--- src/rtl/noc_rr_arbiter.sv ---
// Round-robin packet arbiter for a NoC router output port; grant is held from first flit to last flit.
// Optional per-port packet counters (pkt_count) are built when NOC_ARB_STATS_EN is defined.
module noc_rr_arbiter #(
  parameter int unsigned NUM_PORTS  = 4,
  parameter int unsigned DATA_WIDTH = 32,
  localparam int unsigned ID_WIDTH  = (NUM_PORTS > 1) ? $clog2(NUM_PORTS) : 1
) (
  input  logic                            clk,
  input  logic                            rst,
  input  logic [NUM_PORTS-1:0]            in_valid,
  output logic [NUM_PORTS-1:0]            in_ready,
  input  logic [NUM_PORTS*DATA_WIDTH-1:0] in_data,
  input  logic [NUM_PORTS-1:0]            in_last,
  output logic                            out_valid,
  input  logic                            out_ready,
  output logic [DATA_WIDTH-1:0]           out_data,
  output logic                            out_last,
  output logic [NUM_PORTS-1:0]            out_grant,
`ifdef NOC_ARB_STATS_EN
  output logic [ID_WIDTH-1:0]             out_port_id,
  output logic [NUM_PORTS*16-1:0]         pkt_count
`else
  output logic [ID_WIDTH-1:0]             out_port_id
`endif
);

  localparam int LAST_IDX = int'(NUM_PORTS) - 1;

  typedef enum logic {IDLE, LOCKED} state_t;

  state_t                state;
  logic [ID_WIDTH-1:0]   ptr;
  logic [ID_WIDTH-1:0]   lock_id;
  logic [ID_WIDTH-1:0]   gnt_id;
  logic                  gnt_hit;
  logic                  hs;

  function automatic logic [ID_WIDTH-1:0] inc_wrap(input logic [ID_WIDTH-1:0] v);
    if (int'(v) >= LAST_IDX) return '0;
    return v + ID_WIDTH'(1);
  endfunction

  // Grant select: rotating search from ptr when idle, fixed lock_id while a packet is in flight.
  always_comb begin
    int idx;
    idx     = 0;
    gnt_id  = '0;
    gnt_hit = 1'b0;
    if (state == LOCKED) begin
      gnt_id  = lock_id;
      gnt_hit = 1'b1;
    end else begin
      for (int k = 0; k < int'(NUM_PORTS); k++) begin
        idx = int'(ptr) + k;
        if (idx >= int'(NUM_PORTS)) idx = idx - int'(NUM_PORTS);
        if (!gnt_hit && in_valid[idx]) begin
          gnt_hit = 1'b1;
          gnt_id  = ID_WIDTH'(idx);
        end
      end
    end
    if (rst) begin
      gnt_hit = 1'b0;
      gnt_id  = '0;
    end
  end

  // Output mux; everything is forced to zero while no grant exists.
  always_comb begin
    out_grant   = '0;
    out_data    = '0;
    out_last    = 1'b0;
    out_port_id = gnt_hit ? gnt_id : '0;
    for (int i = 0; i < int'(NUM_PORTS); i++) begin
      out_grant[i] = gnt_hit && (gnt_id == ID_WIDTH'(i));
      if (out_grant[i]) begin
        out_data = in_data[i*DATA_WIDTH +: DATA_WIDTH];
        out_last = in_last[i];
      end
    end
    out_valid = |(out_grant & in_valid);
    in_ready  = out_grant & {NUM_PORTS{out_ready}};
    hs        = out_valid & out_ready;
  end

  // Lock on any offered flit that is not a completed last flit, so a stalled flit cannot be re-arbitrated.
  always_ff @(posedge clk) begin
    if (rst) begin
      state   <= IDLE;
      ptr     <= '0;
      lock_id <= '0;
    end else begin
      case (state)
        IDLE: begin
          if (out_valid) begin
            if (out_ready && out_last) begin
              ptr <= inc_wrap(gnt_id);
            end else begin
              state   <= LOCKED;
              lock_id <= gnt_id;
            end
          end
        end
        LOCKED: begin
          if (hs && out_last) begin
            state <= IDLE;
            ptr   <= inc_wrap(lock_id);
          end
        end
        default: state <= IDLE;
      endcase
    end
  end

`ifdef NOC_ARB_STATS_EN
  // Per-port completed-packet counters, free-running with natural 16-bit wrap.
  always_ff @(posedge clk) begin
    if (rst) begin
      pkt_count <= '0;
    end else begin
      for (int i = 0; i < int'(NUM_PORTS); i++) begin
        if (hs && out_last && out_grant[i]) begin
          pkt_count[i*16 +: 16] <= pkt_count[i*16 +: 16] + 16'd1;
        end
      end
    end
  end
`endif

endmodule

--- config.mk ---
export PLATFORM = sky130hd
export DESIGN_NAME = noc_rr_arbiter
export DESIGN_NICKNAME = d
export VERILOG_FILES = /design/src/rtl/noc_rr_arbiter.sv
export SDC_FILE = /design/constraint.sdc
export NUM_CORES = 1
export LEC_CHECK = 0
export BUFFER_PORTS_ARGS = -buffer_cell sky130_fd_sc_hd__buf_2
export CORE_ASPECT_RATIO = 1.2
export CORE_MARGIN = 1.5
export CORE_UTILIZATION = 25
export CTS_CLUSTER_DIAMETER = 150
export CTS_CLUSTER_SIZE = 20
export DETAILED_ROUTE_END_ITERATION = 10
export PLACE_DENSITY = 0.65
export SLEW_MARGIN = 20
export SYNTH_ARGS = -nofsm -noshare
export SYNTH_HDL_FRONTEND = slang
export SYNTH_SLANG_ARGS = --single-unit
--- constraint.sdc ---
create_clock -name clk -period 4.1 [get_ports clk]
set_input_delay 1.025 -clock clk [delete_from_list [all_inputs] [get_ports clk]]
set_output_delay 1.025 -clock clk [all_outputs]
set_load 0.01 [all_outputs]
==> flow_summary.ini, run 1 <==
[global_routing]
antenna_found_initial = 0
grt_util_met1 = 0.221
top_usage_layer = met2
grt_max_degree = 34
use_met3 = 0.0333
track_usage = 0.194
grt_util_met2 = 0.378
grt_pass1_wl_um = 11400
grt_pass1_vias = 2520
grt-ovfl-total = 0

[routing]
firstDrtPassIters = 4
viasPerCell = 5.08
route.detailed.drc = 0
drt-wirelength-per-cell_um = 14.4
drt-total-wl_um = 7630
vias = 2683
antenna_left = 0
dr.first_iter.drc_count = 81

[setup_path]
path_class = input pin to primary output
worstPathArrival_ns = 3.09
required_ns = 3.07
start_kind = input pin
end_kind = primary output
crit_fanout = 13
reg2reg_depth = 13

[logic_synthesis]
yosysSeqAreaShare = 0.0625
avgSynthCellArea_um2 = 6.09
synth_largest_area_cell = a221oi_1
synth_fp_nets = 406
synth_seq_cells = 5
synth_cell_types = 32
synth_area_um2 = 1600
ys.warnings.count = 0
synthTopCellsByArea = a221oi_1, nor2b_1, a21oi_1
syn_inst = 263
synth_top_area_share = 0.175

[die]
coreArea_um2 = 6130
die_x_um = 76.1
dieArea_um2 = 6900
ios = 183
floorplan.initialDensity = 0.261
placement_rows = 31
die_h_um = 90.7

[sta]
skew_ns = 0.00309
setup_slack_ns = -0.0128
finalCritPeriodShare = 1.00
max_freq_mhz = 243
drv_slew = 0
hold_viol = 0
relSlewSlack = 0.791
setup_viol = 1
rsz0062_at_grt = true
worstMarginPinSlew_ns = 0.313
setup_tns_ns = -0.0128
period_needed_ns = 4.11

[worst_hold_path]
whs_path_depth = 2
hp-class = flip-flop to flip-flop

[final_layout]
nets = 590
layoutNonFillerInstCount = 528
syn2layout_area_growth_pct = 99.2
final_common_cell = buf_2
drive_gt1_frac = 0.587
fill_cells = 631
antenna_cells = 0
mostFrequentLayoutCells = buf_2, nor2_1, a21oi_1
final_area_um2 = 3190

[cts]
numCtsBuffers = 3
cts_tree = yes
ctsLongestPathBuffers = 2
path_clk_slew_ns = 0.03
cts_root_buf = clkbuf_8
clk_latency_ns = 0.22
cts.sinks = 5
hold_buffers = 0
htreeDepth = 1
post_cts_buffers = 0

[status]
violations = negative setup slack
outcome = finished, violations left

[placement]
dp.cells = 522
gp_congestion = 0.885
dp_slack_ns = -0.0995
place_area_um2 = 2720
portBuffers = 182
hpwlAfterDp_um = 5540

[power]
max-vdd-ir-drop_mv = 0.170
leakage_nw = 1.60
p_per_area_nw_per_um2 = 191

[flow_run]
maxCapViolCount = 0
==> layer usage <==
metal | vias to the layer above | part of all wire
met2 | 109 | 0.52
met4 | 0 | 0.011
met3 | 10 | 0.066
li1 | 1343 | -
met1 | 1221 | 0.40
met5 | - | 0
==> layout make-up <==
cell class	count	area [um2]	area share
multi-input combinational	222	1700	0.532
timing repair buffer	207	1210	0.381
tap	82	103	0.0322
sequential	5	100	0.0314
clock buffer	4	45.0	0.0141
inverter	8	30.0	0.00941
==> state kept, by name, summed over array words and instances (netlist names) <==
| signal | cells |
|---|---|
| lock_id | 2 |
| ptr | 2 |
| state | 1 |
==> timing repair <==
| item | 4_1_cts | 5_1_grt |
|---|---|---|
| pin swaps | 1 | 14 |
| endpoints found under the setup margin | 33 | 34 |
| cloned | 0 | 2 |
| gates resized for setup | 19 | 49 |
==> cells by family after synthesis <==
group	after synthesis	synth area share
muxes	4	0.0250
xor gates and xnor gates	1	0.00547
adders and majority gates	4	0.0313
and+or+nand+nor	126	0.398
AOI/OAI and AO/OA	87	0.380
DFF	5	0.0625
buffers and inverters	36	0.0984
==> critical path, cell delays in order <==
cell and delay [ns]:
buf_8 0.10, a21o_1 0.15, a21oi_2 0.13, o22ai_2 0.10, nand2b_4 0.16, a21o_1 0.20
ha_2 0.20, nor2b_4 0.15, clkbuf_16 0.19, a221oi_1 0.28, nor3_1 0.08, a21oi_1 0.12
nor2_1 0.05, buf_2 0.14
==> through the flow <==
stage	hold WS (ns)	total power, mW	utilization
after detailed placement	0.506	0.425	0.444
final	0.509	0.609	0.521
after floorplan	0.479	0.263	-
after global placement	0.500	0.420	0.444
after CTS	0.512	0.537	0.468
after global routing	0.538	0.657	0.521
==> Yosys cell counts, drive strengths merged <==
| cell type | n |
|---|---|
| and3 | 4 |
| a221oi | 32 |
| a41oi | 1 |
| nand2b | 6 |
| a31o | 2 |
| ha | 4 |
| o21a | 1 |
| xnor2 | 1 |
| a22oi | 2 |
| a21oi | 36 |
| a311oi | 1 |
| a31oi | 1 |
| and2 | 4 |
| a211oi | 1 |
| a311o | 1 |
| o22ai | 2 |
| nand2 | 6 |
| buf | 11 |
| dfxtp | 5 |
| o21ai | 3 |
| a21o | 2 |
| mux2i | 4 |
| nor2 | 37 |
| o221ai | 1 |
| clkbuf | 17 |
| nand3 | 3 |
| o21bai | 1 |
| nor3 | 32 |
| nor2b | 34 |
| inv | 8 |
==> final timing paths <==
path / start / slack [ns] / end
setup / recovery: in_valid[1] / -0.01 / out_data[5]
hold / removal: lock_id[1] / 0.51 / lock_id[1]
hold reg to reg: lock_id[1] / 0.51 / lock_id[1]
setup reg to reg: ptr[1] / 1.25 / ptr[1]
==> report_power, final <==
group	leakage [nW]	internal (mW)	switching (mW)	total [mW]
Sequential	0.0407	0.0517	0.00477	0.0565
Clock	0.0228	0.0669	0.0258	0.0927
Combinational	1.54	0.234	0.226	0.460
Total	1.60	0.353	0.256	0.609
No activity file was read; power rests on OpenSTA's default activity.
==> inputs of run 2 (changes only) <==
--- a/config.mk
+++ b/config.mk
@@ -8,11 +8,11 @@
 export BUFFER_PORTS_ARGS = -buffer_cell sky130_fd_sc_hd__buf_2
 export CORE_ASPECT_RATIO = 1.2
 export CORE_MARGIN = 1.5
-export CORE_UTILIZATION = 25
+export CORE_UTILIZATION = 31
 export CTS_CLUSTER_DIAMETER = 150
 export CTS_CLUSTER_SIZE = 20
 export DETAILED_ROUTE_END_ITERATION = 10
-export PLACE_DENSITY = 0.65
+export PLACE_DENSITY = 0.78
 export SLEW_MARGIN = 20
 export SYNTH_ARGS = -nofsm -noshare
 export SYNTH_HDL_FRONTEND = slang
==> flow_summary.ini, run 2 (same netlist as run 1, synthesis figures left out) <==
[status]
outcome = complete, no violations

[cts]
htreeDepth = 1
cts_root_buf = clkbuf_8
path_clk_slew_ns = 0.03
cts.sinks = 5
cts_tree = yes
hold_buffers = 0
clk_latency_ns = 0.23
ctsLongestPathBuffers = 2
numCtsBuffers = 3

[setup_path]
r2r_slack_ns = 1.22
cpPeakStageDelay_ns = 0.25
end_kind = primary output
worst-path-buf-inv = 3
path_class = input pin to primary output
reg2reg_depth = 14
crit_fanout = 7
required_ns = 3.07
start_kind = input pin
cp_slowest_cell = a221oi_2
worstPathArrival_ns = 3.03
critPathMostFrequentCell = a21o_1
rr_startpoint = state
reg2reg_to = lock_id[0]
critical-path-top-delay-family = compound AO/OA/AOI/OAI gates
path_cells = buf_8, a21o_1, a21oi_2, o22ai_2, nand2b_4, a21o_1, ha_2, nor2b_4, clkbuf_16, a221oi_2, nor3_2, a21oi_1, nor2_1, buf_2

[power]
p_per_area_nw_per_um2 = 193
power.total_mw = 0.603
leakage_nw = 1.60
max-vdd-ir-drop_mv = 0.154

[placement]
hpwlAfterDp_um = 5520
portBuffers = 182
place_area_um2 = 2730
gp_congestion = 0.941
dp.cells = 503

[die]
ios = 183
die_h_um = 81.7
placement_rows = 28
dieArea_um2 = 5610
coreArea_um2 = 4940
die_x_um = 68.6
floorplan.initialDensity = 0.324

[flow_run]
maxCapViolCount = 0

[sta]
skew_ns = 0.00534
setup_viol = 0
hold_viol = 0
finalCritPeriodShare = 0.988
max_freq_mhz = 247
worstMarginPinSlew_ns = 0.282
drv_slew = 0
relSlewSlack = 0.812
period_needed_ns = 4.05
rsz0062_at_grt = true

[routing]
route.detailed.drc = 0
dr.first_iter.drc_count = 136
drt-total-wl_um = 7500
viasPerCell = 5.37
firstDrtPassIters = 4
drt-wirelength-per-cell_um = 14.7
antenna_left = 0
vias = 2747

[global_routing]
grt-ovfl-total = 0
track_usage = 0.233
antenna_found_initial = 2
grt_pass1_vias = 2372
grt_pass1_wl_um = 10200
grt_max_degree = 40

[final_layout]
final_util = 0.633
final_area_um2 = 3130
largestRegisters = lock_id: 2 flops, ptr: 2 flops, state: 1 flops
syn2layout_area_growth_pct = 95.4
final_common_cell = buf_2
mostFrequentLayoutCells = buf_2, nor2_1, nor2b_1
drive_gt1_frac = 0.574
nets = 595
layoutNonFillerInstCount = 512

[worst_hold_path]
hp-class = flip-flop to flip-flop
hp-start = lock_id[0]
min_to = lock_id[0]
whs_path_depth = 2
run 2: cell types whose count changed in the layout (fill, tap and decap cells not counted), moves of 2 or more:
cell      change
a21oi_1       -3
a221oi_1      +7
buf_12        +2
a221oi_2      -4
a221oi_4      -3
buf_6         -3
nor2b_2       -3
nor2b_1       +4
buf_4         +5
a21oi_2       +4
run 2: where the power goes:
group / leakage [nW] / total [mW] / switching [mW] / internal, mW
combinational: 1.54 / 0.450 / 0.219 / 0.231
sequential: 0.0407 / 0.0563 / 0.00462 / 0.0517
clock: 0.0228 / 0.0964 / 0.0293 / 0.0672
run 2: how the worst max path moves through the flow:
stage,startpoint,endpoint,slack (ns),cells after the start
2_1_floorplan,in_valid[2],out_data[10],0.01,14
3_3_place_gp,in_valid[0],out_data[20],-0.04,14
3_5_place_dp,in_valid[0],out_data[27],-0.09,14
4_1_cts,in_valid[0],out_data[25],-0.01,14
5_1_grt,in_valid[0],out_data[19],-0.1,14
6_report,in_valid[1],out_data[27],0.05,14
run 2: repair_timing:
item,CTS,global route
pin swaps,2,15
gates cloned,0,2
setup endpoints to repair,24,34
setup buffers,0,2
hold endpoints to repair,0,0
gates resized for setup,10,47
run 2: final cells by class:
class / instances / area, um2
fillers: 454 / 1810
multi-input cells: 222 / 1600
repair buffers: 212 / 1270
flip-flops and latches: 5 / 100
well taps: 60 / 75.1
clock buffers: 4 / 45.0
inverters: 8 / 30.0
diodes: 1 / 2.50
run 2: worst reg2reg max path: stages, from the launching register on:
cell and delay [ns]:
dfxtp_1 0.47, inv_1 0.19, a41oi_2 0.25, o21a_1 0.15, o21ai_1 0.07, buf_4 0.14, buf_4 0.15, ha_4 0.20
buf_12 0.16, nand2b_1 0.07, mux2i_1 0.08, buf_4 0.14, a31oi_1 0.22, a311o_1 0.31, mux2i_1 0.20
run 2: per-layer routing:
| layer | vias up | GRT usage | share of wire |
|---|---|---|---|
| met5 | - | 0 | 0.0015 |
| met4 | 2 | 0.0580 | 0.0091 |
| met1 | 1263 | 0.252 | 0.37 |
| li1 | 1347 | - | - |
| met2 | 125 | 0.440 | 0.54 |
| met3 | 10 | 0.0562 | 0.087 |
run 2: stage by stage:
stage | TNS, ns | setup WS [ns] | hold WS, ns
floorplan | 0 | 0.0139 | 0.479
global placement | -0.343 | -0.0435 | 0.496
detailed placement | -0.795 | -0.0862 | 0.521
CTS | -0.0109 | -0.0109 | 0.529
global route | -2.12 | -0.0962 | 0.565
finish | 0 | 0.0489 | 0.520
